===== config.mk =====
export PLATFORM = sky130hd
export DESIGN_NAME = serial_subtractor_n
export DESIGN_NICKNAME = d
export VERILOG_FILES = /design/src/rtl/serial_subtractor_n.sv
export SDC_FILE = /design/constraint.sdc
export NUM_CORES = 1
export LEC_CHECK = 0
export BUFFER_PORTS_ARGS = -buffer_cell sky130_fd_sc_hd__buf_2
export CAP_MARGIN = 20
export CORE_MARGIN = 10
export CORE_UTILIZATION = 35
export CTS_BUF_LIST = sky130_fd_sc_hd__clkbuf_4 sky130_fd_sc_hd__clkbuf_8
export DETAILED_ROUTE_END_ITERATION = 8
export PLACE_DENSITY = 0.64
export SYNTH_ARGS = -nofsm -noshare
export SYNTH_HDL_FRONTEND = slang
export SYNTH_HIERARCHICAL = 1
export SYNTH_SLANG_ARGS = --single-unit

===== constraint.sdc =====
create_clock -name clk -period 2.6 [get_ports clk]
set_input_delay 0 -clock clk [delete_from_list [all_inputs] [get_ports clk]]
set_output_delay 0 -clock clk [all_outputs]
set_load 0.02 [all_outputs]

===== src/rtl/serial_subtractor_n.sv =====
// Multi-cycle subtractor D = X - Y - BIN, DIGIT bits per clock from the LSB,
// with the borrow rippled through a register and a start/busy/done handshake.

module serial_subtractor_n_digit #(
  parameter int DIGIT = 4
) (
  input  logic [DIGIT-1:0] a,
  input  logic [DIGIT-1:0] b,
  input  logic             bi,
  output logic [DIGIT-1:0] dig,
  output logic             bo
);
  logic [DIGIT:0] s;

  // One spare bit on top: a negative difference lands there as the borrow.
  assign s   = {1'b0, a} - {1'b0, b} - {{DIGIT{1'b0}}, bi};
  assign dig = s[DIGIT-1:0];
  assign bo  = s[DIGIT];
endmodule

module serial_subtractor_n #(
  parameter int WIDTH = 16,
  parameter int DIGIT = 4
) (
  input  logic             clk,
  input  logic             rst_n,
  input  logic             start,
  input  logic [WIDTH-1:0] x,
  input  logic [WIDTH-1:0] y,
  input  logic             bin,
  output logic             busy,
  output logic             done,
  output logic [WIDTH-1:0] d,
  output logic             bout,
  output logic             ovf
);
  localparam int NDIG = WIDTH / DIGIT;
  localparam int CW   = (NDIG > 1) ? $clog2(NDIG) : 1;

  typedef enum logic [1:0] {IDLE, RUN, DONE} state_t;

  state_t           state_q, state_d;
  logic [WIDTH-1:0] x_sh_q, x_sh_d, y_sh_q, y_sh_d;
  logic [WIDTH-1:0] d_q, d_d;
  logic [CW-1:0]    cnt_q, cnt_d;
  logic             brw_q, brw_d;
  logic             xs_q, xs_d, ys_q, ys_d;
  logic             bout_q, bout_d, ovf_q, ovf_d;
  logic             busy_q, busy_d, done_q, done_d;

  logic [DIGIT-1:0] dig;
  logic             dig_b;
  logic [WIDTH-1:0] res_full;

  serial_subtractor_n_digit #(.DIGIT(DIGIT)) u_digit (
    .a   (x_sh_q[DIGIT-1:0]),
    .b   (y_sh_q[DIGIT-1:0]),
    .bi  (brw_q),
    .dig (dig),
    .bo  (dig_b)
  );

  // Earlier digits collect below the current one; a single-digit build needs no store.
  if (NDIG > 1) begin : g_part
    logic [WIDTH-DIGIT-1:0] part_q, part_d;

    assign res_full = {dig, part_q};

    always_comb begin
      part_d = part_q;
      if (state_q == IDLE && start) part_d = '0;
      else if (state_q == RUN)      part_d = res_full[WIDTH-1:DIGIT];
    end

    always_ff @(posedge clk or negedge rst_n) begin
      if (!rst_n) part_q <= '0;
      else        part_q <= part_d;
    end
  end else begin : g_single
    assign res_full = dig;
  end

  always_comb begin
    state_d = state_q;
    x_sh_d  = x_sh_q;
    y_sh_d  = y_sh_q;
    brw_d   = brw_q;
    cnt_d   = cnt_q;
    xs_d    = xs_q;
    ys_d    = ys_q;
    d_d     = d_q;
    bout_d  = bout_q;
    ovf_d   = ovf_q;
    busy_d  = busy_q;
    done_d  = 1'b0;
    case (state_q)
      IDLE: if (start) begin
        x_sh_d  = x;
        y_sh_d  = y;
        brw_d   = bin;
        cnt_d   = '0;
        xs_d    = x[WIDTH-1];
        ys_d    = y[WIDTH-1];
        busy_d  = 1'b1;
        state_d = RUN;
      end
      RUN: begin
        x_sh_d = x_sh_q >> DIGIT;
        y_sh_d = y_sh_q >> DIGIT;
        brw_d  = dig_b;
        cnt_d  = cnt_q + CW'(1);
        if (cnt_q == CW'(NDIG - 1)) begin
          d_d     = res_full;
          bout_d  = dig_b;
          // Overflow only possible when operand signs differ and the result flips sign.
          ovf_d   = (xs_q != ys_q) && (res_full[WIDTH-1] != xs_q);
          done_d  = 1'b1;
          state_d = DONE;
        end
      end
      DONE: begin
        busy_d  = 1'b0;
        state_d = IDLE;
      end
      default: begin
        busy_d  = 1'b0;
        state_d = IDLE;
      end
    endcase
  end

  always_ff @(posedge clk or negedge rst_n) begin
    if (!rst_n) begin
      state_q <= IDLE;
      x_sh_q  <= '0;
      y_sh_q  <= '0;
      brw_q   <= 1'b0;
      cnt_q   <= '0;
      xs_q    <= 1'b0;
      ys_q    <= 1'b0;
      d_q     <= '0;
      bout_q  <= 1'b0;
      ovf_q   <= 1'b0;
      busy_q  <= 1'b0;
      done_q  <= 1'b0;
    end else begin
      state_q <= state_d;
      x_sh_q  <= x_sh_d;
      y_sh_q  <= y_sh_d;
      brw_q   <= brw_d;
      cnt_q   <= cnt_d;
      xs_q    <= xs_d;
      ys_q    <= ys_d;
      d_q     <= d_d;
      bout_q  <= bout_d;
      ovf_q   <= ovf_d;
      busy_q  <= busy_d;
      done_q  <= done_d;
    end
  end

  assign busy = busy_q;
  assign done = done_q;
  assign d    = d_q;
  assign bout = bout_q;
  assign ovf  = ovf_q;
endmodule

==> summary.txt, run 1 <==
Floorplan
  – Initial Utilization: 0.357
  – I/O pin count: 56
  – Area of the die: 0.0130 mm2
  – Chip height: 114 um
  – Chip Width: 114 um
  – Number of core rows: 34
  – Core Area: 0.00868 mm2

STA
  – Crit path time final: 2250 ps
  – Max-slew headroom at the worst pin: 0.408
  – Post-route setup TNS: 0 ps
  – Hold violation count in the final report: 0
  – Final setup margin: 350 ps
  – Slew at the pin with the worst max-slew slack: 888 ps
  – Setup repair after global routing missed its margin: false
  – Final setup fails: 0
  – Highest clock frequency the design can meet: 445 MHz
  – Clock Skew: 8.72 ps
  – Number of max-slew violations in the final report: 0
  – Part of the cycle the worst path needs: 0.865

Synth
  – Main combinational cell family by area after synthesis: multiplexers
  – Adder-cell share of the synthesized area: 0.0412
  – Count of synthesis-stage warnings from yosys: 6
  – Area of the mapped netlist: 0.00309 mm2
  – Synth Net Count: 287
  – Mean Syn Cell Area: 12.8 um2
  – Library cells used by synthesis: 26
  – Number of synthesized flops with an enable pin: 0
  – Flop and latch count out of synthesis: 71
  – Post-synthesis compound-gate area fraction: 0.118
  – Proportion of synthesized chip area in sequential cells: 0.574
  – Mapped Cells: 242
  – Simple-gate area share of the yosys netlist: 0.0534
  – Xor/xnor cell area share of the yosys netlist: 0.0113
  – Share of cell area taken by muxes after synthesis: 0.150
  – Share of synthesized registers carrying an async set or reset: 1.00
  – Most used flip-flop cell after synthesis: sky130_fd_sc_hd__dfrtp_1

Power and ir drop
  – Cell internal pwr: 3.19 mW
  – Static leakage: 1.97 nW
  – Final total power: 5.10 mW
  – Power dissipated by switching net loads: 1.90 mW
  – Sequential group share of total power: 0.374
  – Combinational share of power: 0.440
  – Clock network fraction of total power: 0.186
  – Maximum vdd ir drop: 494 uV
  – Net Sw Frac: 0.373
  – Pwr per Cell Area: 1270 mW/mm2

Routing
  – Final WL: 6.70 mm
  – Highest metal used: met4
  – Initial detailed-routing violation count: 98
  – 1st-pass router iterations: 4
  – Post-route ant nets: 0
  – Via count: 2109
  – Routed wire length on met3: 386 um
  – Via density: 4.75
  – Detailed-route wire length on metal 1: 2.97 mm
  – Met2 layer wire length in the routed design: 3.24 mm
  – Mean routed wirelength per cell: 15.1 um
  – Remaining routing DRC violations: 0

Worst setup path
  – Worst path buffer plus inverter count: 1
  – Worst setup EP type: register
  – Worst endpoint required time: 2860 ps
  – Cells traversed along the worst timing path: fa_1 > inv_1 > ha_1 > o21ai_0 > nand3b_1 > xor2_1 > nor2b_1 > a21oi_1 > o21ai_0
  – CP max FO: 4
  – Cell type with the highest occurrence count on the critical path: sky130_fd_sc_hd__o21ai_0
  – Sort of element at the start of the critical path: register
  – Delay of the slowest cell on the worst path: 570 ps
  – CP Data Arrival Time: 2510 ps
  – Largest delay contributor family on the critical path: adder cells
  – WS Path Type: register to register
  – Slowest CP cell: sky130_fd_sc_hd__fa_1

Placed design
  – HPWL after DPL: 4.45 mm
  – Weighted congestion reported at the end of routability-driven placement: 0.777
  – Dpl cell area: 0.00345 mm2
  – Number of instances in the placed design: 395
  – Number of I/O port buffers: 55
  – Worst setup timing slack at the placement stage: 349 ps

Layout
  – Number of fill cells: 818
  – Design area: 0.00400 mm2
  – Non-filler instance count after layout: 444
  – NumNets Final: 377
  – Fraction of final layout cells with drive strength greater than 1: 0.286
  – Antenna Cells: 0
  – Commonest non-fill, non-tap cell in the layout: sky130_fd_sc_hd__dfrtp_1
  – Area grow syn2layout: 29.3%
  – Commonest non-fill, non-tap cells in the layout: sky130_fd_sc_hd__dfrtp_1, sky130_fd_sc_hd__buf_2, sky130_fd_sc_hd__dlygate4sd3_1

Clock network
  – Root Driver: sky130_fd_sc_hd__clkbuf_8
  – Total number of clock tree sinks: 71
  – Clock transition at path regs: 70 ps
  – Post-CTS setup buffer count: 0
  – H-tree lvl count: 3
  – Insertion delay of the later-clocked pin in the worst-skew pair: 350 ps
  – Clock Path Buffers: 2
  – TritonCTS Buffers: 9
  – CTS tree: yes

Global route
  – Maximum number of pins on one net before global-route repair: 72
  – First-pass GRT wire length: 11.7 mm
  – Remaining global-route overflow: 0
  – Number of antenna violations at the first check in global routing: 0
  – Number of global-route vias before repair: 2293
  – Global Route Usage Sum: 0.112

Job
  – Max-cap viol count: 0

Worst hold path
  – Worst Hold Class: input pin to register

Status
  – Outcome: finished, final reports clean
-- registers in the layout, summed over array words and instances (netlist names) --
register       cells
g_part.part_q     12
cnt_q              2
xs_q               1
y_sh_q            16
x_sh_q            16
ovf                1
d                 16
busy               1
state_q            2
bout               1
ys_q               1
done               1
brw_q              1
-- Yosys cell counts, types with 2 or more instances --
library cell / instances / area share
sky130_fd_sc_hd__o21ai_0: 11 / 0.018
sky130_fd_sc_hd__buf_12: 3 / 0.019
sky130_fd_sc_hd__inv_1: 11 / 0.013
sky130_fd_sc_hd__fa_1: 2 / 0.013
sky130_fd_sc_hd__ha_1: 7 / 0.028
sky130_fd_sc_hd__buf_2: 7 / 0.011
sky130_fd_sc_hd__nand3b_1: 2 / 0.0049
sky130_fd_sc_hd__mux2i_1: 25 / 0.081
sky130_fd_sc_hd__dfrtp_1: 71 / 0.57
sky130_fd_sc_hd__a22o_1: 21 / 0.059
sky130_fd_sc_hd__o21ai_1: 17 / 0.027
sky130_fd_sc_hd__nor3b_1: 2 / 0.0049
sky130_fd_sc_hd__buf_4: 2 / 0.0049
sky130_fd_sc_hd__mux2_2: 19 / 0.069
sky130_fd_sc_hd__xor2_1: 4 / 0.011
sky130_fd_sc_hd__clkbuf_2: 2 / 0.0032
sky130_fd_sc_hd__nand2_1: 27 / 0.033
-- worst paths after layout --
kind                         endpoint  slack (ps)       from  cells past startpoint
setup / recovery                  ovf         350  x_sh_q[0]                      9
hold reg to reg             x_sh_q[5]         490  x_sh_q[5]                      2
setup reg to reg                  ovf         350  x_sh_q[0]                      9
hold / removal                   busy         120      start                      3
max in group asynchronous       d[11]        1690      rst_n                      2
min in group asynchronous  x_sh_q[14]         330      rst_n                      2
-- layer usage --
metal / GRT usage / vias up
li1: - / 1028
met1: 0.143 / 1030
met2: 0.172 / 42
met3: 0.0357 / 9
met4: 0.0451 / 0
met5: 0 / -
-- power by group through the flow --
| stage | combinational, mW | sequential [mW] | clock [mW] |
|---|---|---|---|
| after floorplan | 1.63 | 2.02 | 0 |
| after global placement | 2.19 | 1.91 | 0 |
| after detailed placement | 2.26 | 1.93 | 0 |
| after CTS | 2.30 | 1.91 | 0.974 |
| after global routing | 2.55 | 1.98 | 1.02 |
| final | 2.25 | 1.91 | 0.947 |
-- per-stage QoR --
step           hold WS [ps]  utilization
3_3_place_gp            182        0.397
6_report                121        0.461
3_5_place_dp            183        0.397
4_1_cts                 111        0.461
2_1_floorplan          -296            -
5_1_grt                 123        0.461
-- worst register-to-register path, stage by stage (launching register included) --
cell	delay (ps)
sky130_fd_sc_hd__dfrtp_1	400
sky130_fd_sc_hd__fa_1	570
sky130_fd_sc_hd__inv_1	50
sky130_fd_sc_hd__ha_1	170
sky130_fd_sc_hd__o21ai_0	180
sky130_fd_sc_hd__nand3b_1	120
sky130_fd_sc_hd__xor2_1	290
sky130_fd_sc_hd__nor2b_1	180
sky130_fd_sc_hd__a21oi_1	70
sky130_fd_sc_hd__o21ai_0	150
-- cell type report --
class	count	area (um2)	share of cell area
sequential	71	1780	0.444
multi-input combinational	146	1160	0.291
timing repair buffer	93	673	0.168
tap	108	135	0.0338
clock buffer	9	124	0.0310
clock inverter	6	86.3	0.0216
inverter	11	41.3	0.0103
-- cells by family after synthesis --
group	count (synthesis)
adders and majority gates	9
and+or+nand+nor	35
AOI/OAI and AO/OA	54
muxes	44
xor gates and xnor gates	4
buffers and inverters	25
DFF	71
-- what timing repair did --
| item | 4_1_cts | 5_1_grt |
|---|---|---|
| hold endpoints to repair | 106 | 0 |
| hold buffers | 34 | 0 |
| resized for setup | 0 | 0 |
Note: power is estimated with default switching activity, not from simulation.
==> run 2, diff against run 1 <==
--- a/config.mk
+++ b/config.mk
@@ -7,11 +7,12 @@
 export LEC_CHECK = 0
 export BUFFER_PORTS_ARGS = -buffer_cell sky130_fd_sc_hd__buf_2
 export CAP_MARGIN = 20
-export CORE_MARGIN = 10
 export CORE_UTILIZATION = 35
 export CTS_BUF_LIST = sky130_fd_sc_hd__clkbuf_4 sky130_fd_sc_hd__clkbuf_8
 export DETAILED_ROUTE_END_ITERATION = 8
+export MAX_ROUTING_LAYER = met4
 export PLACE_DENSITY = 0.64
+export SKIP_CTS_REPAIR_TIMING = 1
 export SYNTH_ARGS = -nofsm -noshare
 export SYNTH_HDL_FRONTEND = slang
 export SYNTH_HIERARCHICAL = 1
==> run 2 against run 1 <==
Against the previous run: the flow now finishes with violations (hold timing); sequential share of layout area rose by 0.31 points; maximum frequency is 1.0% lower; clock skew decreased by 1.8 ps; register-to-register slack got worse by 20 ps; combinational power about the same; utilization is 1.3 points higher; total power rose by 0.41%; die area shrank 29%.
==> summary.txt, run 2 (synthesis results as in run 1) <==
Floorplan
  – Chip Width: 96.0 um (-16%)
  – I/O pin count: 56 (unchanged)
  – Initial Utilization: 0.369 (+0.0126)
  – Number of core rows: 33 (-2.9%)
  – Area of the die: 0.00922 mm2 (-29%)
  – Core Area: 0.00838 mm2 (-3.4%)
  – Chip height: 96.0 um (-16%)

Worst setup path
  – CP max FO: 4 (unchanged)
  – Cell count of the worst reg-to-reg path: 9 (unchanged)
  – Sort of element at the start of the critical path: register
  – Slowest CP cell: sky130_fd_sc_hd__fa_1
  – Startpoint of the worst-slack reg-to-reg timing path: x_sh_q[0]
  – Cell type with the highest occurrence count on the critical path: sky130_fd_sc_hd__o21ai_0
  – Worst endpoint required time: 2850 ps (about the same)
  – Endpoint of the worst-slack reg-to-reg timing path: ovf
  – Worst path buffer plus inverter count: 1 (unchanged)
  – WS Path Type: register to register
  – Delay of the slowest cell on the worst path: 580 ps (about the same)
  – Cells traversed along the worst timing path: fa_1 > inv_1 > ha_1 > o21ai_0 > nand3b_1 > xor2_1 > nor2b_1 > a21oi_1 > o21ai_0
  – Worst setup EP type: register
  – Worst reg-to-reg setup slack: 330 ps (-20 ps)
  – CP Data Arrival Time: 2520 ps (about the same)
  – Largest delay contributor family on the critical path: adder cells

Global route
  – Remaining global-route overflow: 0 (unchanged)
  – Number of antenna violations at the first check in global routing: 0 (unchanged)
  – Maximum number of pins on one net before global-route repair: 72 (unchanged)
  – Fraction of met2 tracks used by global routing: 0.213 (+0.0404)
  – Layer with the highest usage after global routing: met2
  – Met1 layer usage reported by global route: 0.200 (+0.0566)
  – Global Route Usage Sum: 0.147 (+0.0344)
  – Met3 Use GR: 0.0403 (+0.00459)
  – Number of global-route vias before repair: 1905 (-17%)
  – First-pass GRT wire length: 9.67 mm (-17%)

Clock network
  – Clock Path Buffers: 2 (unchanged)
  – Total number of clock tree sinks: 71 (unchanged)
  – Root Driver: sky130_fd_sc_hd__clkbuf_8
  – CTS tree: yes
  – TritonCTS Buffers: 9 (unchanged)
  – Clock transition at path regs: 70 ps (about the same)
  – H-tree lvl count: 3 (unchanged)
  – Insertion delay of the later-clocked pin in the worst-skew pair: 330 ps (-20 ps)

Power and ir drop
  – Pwr per Cell Area: 1290 mW/mm2 (+1.1%)
  – Maximum vdd ir drop: 466 uV (-5.8%)
  – Static leakage: 1.97 nW (about the same)

Placed design
  – Dpl cell area: 0.00344 mm2 (-0.25%)
  – Weighted congestion reported at the end of routability-driven placement: 0.783 (+0.85%)
  – Number of I/O port buffers: 55 (unchanged)
  – HPWL after DPL: 3.95 mm (-11%)
  – Worst setup timing slack at the placement stage: 328 ps (-20.9 ps)

Routing
  – Mean routed wirelength per cell: 13.4 um (-11%)
  – Via count: 2060 (-2.3%)
  – 1st-pass router iterations: 6 (+2)
  – Initial detailed-routing violation count: 124 (+27%)
  – Final WL: 5.90 mm (-12%)
  – Post-route ant nets: 0 (unchanged)
  – Via density: 4.69 (-1.2%)
  – Remaining routing DRC violations: 0 (unchanged)

Layout
  – Number of fill cells: 774 (-5.4%)
  – NumNets Final: 374 (-0.80%)
  – Design area: 0.00397 mm2 (-0.69%)
  – Commonest non-fill, non-tap cells in the layout: sky130_fd_sc_hd__dfrtp_1, sky130_fd_sc_hd__buf_2, sky130_fd_sc_hd__dlygate4sd3_1
  – Commonest non-fill, non-tap cell in the layout: sky130_fd_sc_hd__dfrtp_1
  – Antenna Cells: 0 (unchanged)
  – Area grow syn2layout: 28.4%
  – Fraction of final layout cells with drive strength greater than 1: 0.293 (+0.00770)

STA
  – Final setup fails: 0 (unchanged)
  – Max-slew headroom at the worst pin: 0.414 (+0.00648)
  – Final hold slack: -18.7 ps (-140 ps)
  – Setup repair after global routing missed its margin: false
  – Slew at the pin with the worst max-slew slack: 878 ps (-9.73 ps)
  – Highest clock frequency the design can meet: 440 MHz (-1.0%)
  – Hold violation count in the final report: 3 (+3)
  – Crit path time final: 2270 ps (+22.7 ps)
  – Number of max-slew violations in the final report: 0 (unchanged)
  – Clock Skew: 6.96 ps (-1.75 ps)
  – Final setup margin: 328 ps (-22.7 ps)
  – Part of the cycle the worst path needs: 0.874 (+0.00874)
  – Post-route setup TNS: 0 ps (unchanged)

Worst hold path
  – Worst Hold Class: input pin to register
  – Hold wc startpoint: x[0]
  – Hold Path Depth: 3 (unchanged)
  – Worst hold endpoint: x_sh_q[0]

Status
  – Outcome: finished with violations
  – Violated checks: hold timing

Job
  – Max-cap viol count: 0 (unchanged)
[run 2: cell count changes in the layout (fill, tap and decap cells not counted)]
cell	delta
sky130_fd_sc_hd__buf_12	-1
sky130_fd_sc_hd__buf_4	+2
sky130_fd_sc_hd__clkbuf_4	+2
sky130_fd_sc_hd__clkbuf_8	+2
sky130_fd_sc_hd__clkinv_2	-1
sky130_fd_sc_hd__clkinv_4	-1
sky130_fd_sc_hd__clkinvlp_4	-1
sky130_fd_sc_hd__dlygate4sd3_1	-4
[run 2: worst max-delay path by stage]
stage / startpoint / to / slack [ps] / cells after the start
after global placement: x_sh_q[0] / ovf / 490 / 9
after detailed placement: x_sh_q[0] / ovf / 330 / 9
final: x_sh_q[0] / ovf / 330 / 9
after floorplan: x_sh_q[0] / ovf / 610 / 9
after global routing: x_sh_q[0] / ovf / 110 / 9
after CTS: x_sh_q[0] / ovf / 310 / 9
[run 2: cell type report]
| cell class | instances | area, um2 | area share |
|---|---|---|---|
| Timing Repair Buffer | 90 | 628 | 0.158 |
| Tap cell | 105 | 131 | 0.0331 |
| Clock buffer | 13 | 166 | 0.0419 |
| Sequential cell | 71 | 1780 | 0.447 |
| Multi-Input combinational cell | 146 | 1160 | 0.293 |
| Clock inverter | 3 | 65.1 | 0.0164 |
| Inverter | 11 | 41.3 | 0.0104 |
[run 2: power by group]
group / internal (mW) / switching, mW
clock network: 0.613 / 0.385
logic: 1.05 / 1.18
registers: 1.60 / 0.294
[run 2: stage by stage]
step | power, mW | instances | hold slack, ps | utilization
2_1_floorplan | 3.65 | 242 | -296 | -
3_3_place_gp | 4.07 | 393 | 184 | 0.411
3_5_place_dp | 4.14 | 393 | 186 | 0.411
4_1_cts | 5.17 | 409 | -186 | 0.438
5_1_grt | 5.56 | 439 | 8.52 | 0.474
6_report | 5.12 | 439 | -18.7 | 0.474
[run 2: per-layer routing]
| layer | vias to the layer above | part of all wire |
|---|---|---|
| li1 | 1021 | - |
| met1 | 994 | 0.47 |
| met4 | 0 | 0.0090 |
| met5 | - | 0 |
| met3 | 5 | 0.035 |
| met2 | 40 | 0.48 |
[run 2: worst reg2reg max path, cell delays in order (launching register included)]
cell                       delay, ps
sky130_fd_sc_hd__dfrtp_1         400
sky130_fd_sc_hd__fa_1            580
sky130_fd_sc_hd__inv_1            50
sky130_fd_sc_hd__ha_1            170
sky130_fd_sc_hd__o21ai_0         170
sky130_fd_sc_hd__nand3b_1        110
sky130_fd_sc_hd__xor2_1          310
sky130_fd_sc_hd__nor2b_1         200
sky130_fd_sc_hd__a21oi_1          70
sky130_fd_sc_hd__o21ai_0         130
==> run 3, diff against run 2 <==
--- a/config.mk
+++ b/config.mk
@@ -8,7 +8,7 @@
 export BUFFER_PORTS_ARGS = -buffer_cell sky130_fd_sc_hd__buf_2
 export CAP_MARGIN = 20
 export CORE_UTILIZATION = 35
-export CTS_BUF_LIST = sky130_fd_sc_hd__clkbuf_4 sky130_fd_sc_hd__clkbuf_8
+export CTS_BUF_LIST = sky130_fd_sc_hd__clkbuf_16
 export DETAILED_ROUTE_END_ITERATION = 8
 export MAX_ROUTING_LAYER = met4
 export PLACE_DENSITY = 0.64
==> run 3 against run 2 <==
Against the previous run: the run still ends with hold timing left; global-route usage grew 0.27 points; register-to-register slack lost 60 ps; wire length grew 2.4%; critical endpoint unchanged.
==> summary.txt, run 3 (synthesis results as in run 1) <==
Clock network
  – H-tree lvl count: 3 (unchanged)
  – TritonCTS Buffers: 9 (unchanged)
  – Insertion delay of the later-clocked pin in the worst-skew pair: 320 ps (about the same)
  – Total number of clock tree sinks: 71 (unchanged)
  – Clock transition at path regs: 60 ps (about the same)
  – CTS tree: yes
  – Root Driver: sky130_fd_sc_hd__clkbuf_16
  – Clock Path Buffers: 2 (unchanged)

Routing
  – Initial detailed-routing violation count: 106 (-15%)
  – Remaining routing DRC violations: 0 (unchanged)
  – Via density: 4.69 (about the same)
  – Post-route ant nets: 0 (unchanged)
  – Via count: 2026 (-1.7%)
  – Final WL: 6.04 mm (+2.4%)
  – 1st-pass router iterations: 4 (-2)
  – Mean routed wirelength per cell: 14.0 um (+4.0%)

Status
  – Outcome: finished with violations
  – Violated checks: hold timing

Worst setup path
  – Cells traversed along the worst timing path: fa_1 > inv_1 > ha_1 > o21ai_0 > nand3b_1 > xor2_1 > nor2b_1 > a21oi_1 > o21ai_0
  – Largest delay contributor family on the critical path: adder cells
  – Delay of the slowest cell on the worst path: 570 ps (about the same)
  – Slowest CP cell: sky130_fd_sc_hd__fa_1
  – WS Path Type: register to register
  – CP Data Arrival Time: 2570 ps (+50 ps)
  – Worst reg-to-reg setup slack: 260 ps (-60 ps)
  – Sort of element at the start of the critical path: register
  – Worst endpoint required time: 2840 ps (about the same)
  – CP max FO: 4 (unchanged)
  – Worst path buffer plus inverter count: 1 (unchanged)
  – Worst setup EP type: register
  – Cell type with the highest occurrence count on the critical path: sky130_fd_sc_hd__o21ai_0

STA
  – Slew at the pin with the worst max-slew slack: 874 ps (-4.06 ps)
  – Max-slew headroom at the worst pin: 0.417 (+0.00271)
  – Post-route setup TNS: 0 ps (unchanged)
  – Final setup fails: 0 (unchanged)
  – Number of max-slew violations in the final report: 0 (unchanged)
  – Final hold slack: -41.5 ps (-22.8 ps)
  – Hold violation count in the final report: 6 (+3)
  – Crit path time final: 2340 ps (+63.0 ps)
  – Part of the cycle the worst path needs: 0.898 (+0.0242)
  – Setup repair after global routing missed its margin: false
  – Highest clock frequency the design can meet: 428 MHz (-2.7%)
  – Clock Skew: 4.05 ps (-2.91 ps)

Power and ir drop
  – Pwr per Cell Area: 1360 mW/mm2 (+5.5%)
  – Maximum vdd ir drop: 447 uV (-3.9%)
  – Static leakage: 1.98 nW (+0.36%)

Global route
  – Number of antenna violations at the first check in global routing: 0 (unchanged)
  – Number of global-route vias before repair: 1930 (+1.3%)
  – First-pass GRT wire length: 9.81 mm (+1.5%)
  – Maximum number of pins on one net before global-route repair: 72 (unchanged)
  – Global Route Usage Sum: 0.149 (+0.00271)
  – Remaining global-route overflow: 0 (unchanged)

Floorplan
  – Initial Utilization: 0.369 (unchanged)
  – Chip height: 96.0 um (unchanged)
  – Area of the die: 0.00922 mm2 (unchanged)
  – Core Area: 0.00838 mm2 (unchanged)
  – I/O pin count: 56 (unchanged)
  – Number of core rows: 33 (unchanged)
  – Chip Width: 96.0 um (unchanged)

Placed design
  – Number of I/O port buffers: 55 (unchanged)
  – HPWL after DPL: 3.95 mm (unchanged)
  – Dpl cell area: 0.00344 mm2 (unchanged)
  – Weighted congestion reported at the end of routability-driven placement: 0.783 (unchanged)

Layout
  – Antenna Cells: 0 (unchanged)
  – Commonest non-fill, non-tap cell in the layout: sky130_fd_sc_hd__dfrtp_1
  – Fraction of final layout cells with drive strength greater than 1: 0.287 (-0.00595)
  – Fin util: 0.474 (about the same)
  – NumNets Final: 367 (-1.9%)
  – Design area: 0.00398 mm2 (about the same)
  – Area grow syn2layout: 28.5% (about the same)
  – Commonest non-fill, non-tap cells in the layout: sky130_fd_sc_hd__dfrtp_1, sky130_fd_sc_hd__buf_2, sky130_fd_sc_hd__nand2_1

Job
  – Max-cap viol count: 0 (unchanged)

Worst hold path
  – Worst Hold Class: input pin to register
==> run 3: cell types whose count changed in the layout (fill, tap and decap cells not counted) <==
cell                            previous run  this run
sky130_fd_sc_hd__clkbuf_8                 11         0
sky130_fd_sc_hd__dlygate4sd3_1            30        23
sky130_fd_sc_hd__clkinv_1                  0         2
sky130_fd_sc_hd__clkbuf_16                 0         9
sky130_fd_sc_hd__clkbuf_4                  2         0
sky130_fd_sc_hd__inv_1                    11        13
==> run 3: per-layer routing <==
layer  global-route usage  wire [um]  up-vias
met3               0.0379        196        8
li1                     -          -     1005
met5                    -          0        -
met2                0.222       2850       37
met1                0.198       2910      976
met4               0.0522         75        0
==> run 3: final timing paths <==
path,from,end,depth (start not counted)
max in group asynchronous,rst_n,x_sh_q[4],2
setup reg to reg,x_sh_q[0],ovf,9
setup / recovery,x_sh_q[0],ovf,9
min in group asynchronous,rst_n,d[1],2
hold / removal,x[10],x_sh_q[10],3
hold reg to reg,y_sh_q[9],y_sh_q[9],2
==> run 3: power by group <==
group / internal [mW] / total [mW] / leakage, nW / switching, mW
registers: 1.61 / 1.90 / 0.897 / 0.296
logic: 1.04 / 2.25 / 0.923 / 1.21
clock network: 0.824 / 1.25 / 0.157 / 0.430
==> run 3: through the flow <==
stage | power [mW] | instances | setup WS (ps)
after detailed placement | 4.14 | 393 | 328
after global routing | 5.81 | 432 | 134
after CTS | 5.44 | 409 | 324
after floorplan | 3.65 | 242 | 610
final | 5.41 | 432 | 265
after global placement | 4.07 | 393 | 491
==> run 3: tightest hold or removal path: stages <==
cell and delay [ps]:
sky130_fd_sc_hd__buf_2 80, sky130_fd_sc_hd__mux2i_1 60, sky130_fd_sc_hd__o21ai_1 110
==> run 3: final cells by class <==
type	instances	area [um2]
Clock buffer	9	225
Timing Repair Buffer	83	558
Inverter	11	41.3
Sequential cell	71	1780
Fill cell	775	4410
Clock inverter	7	80.1
Multi-Input combinational cell	146	1160
Tap cell	105	131
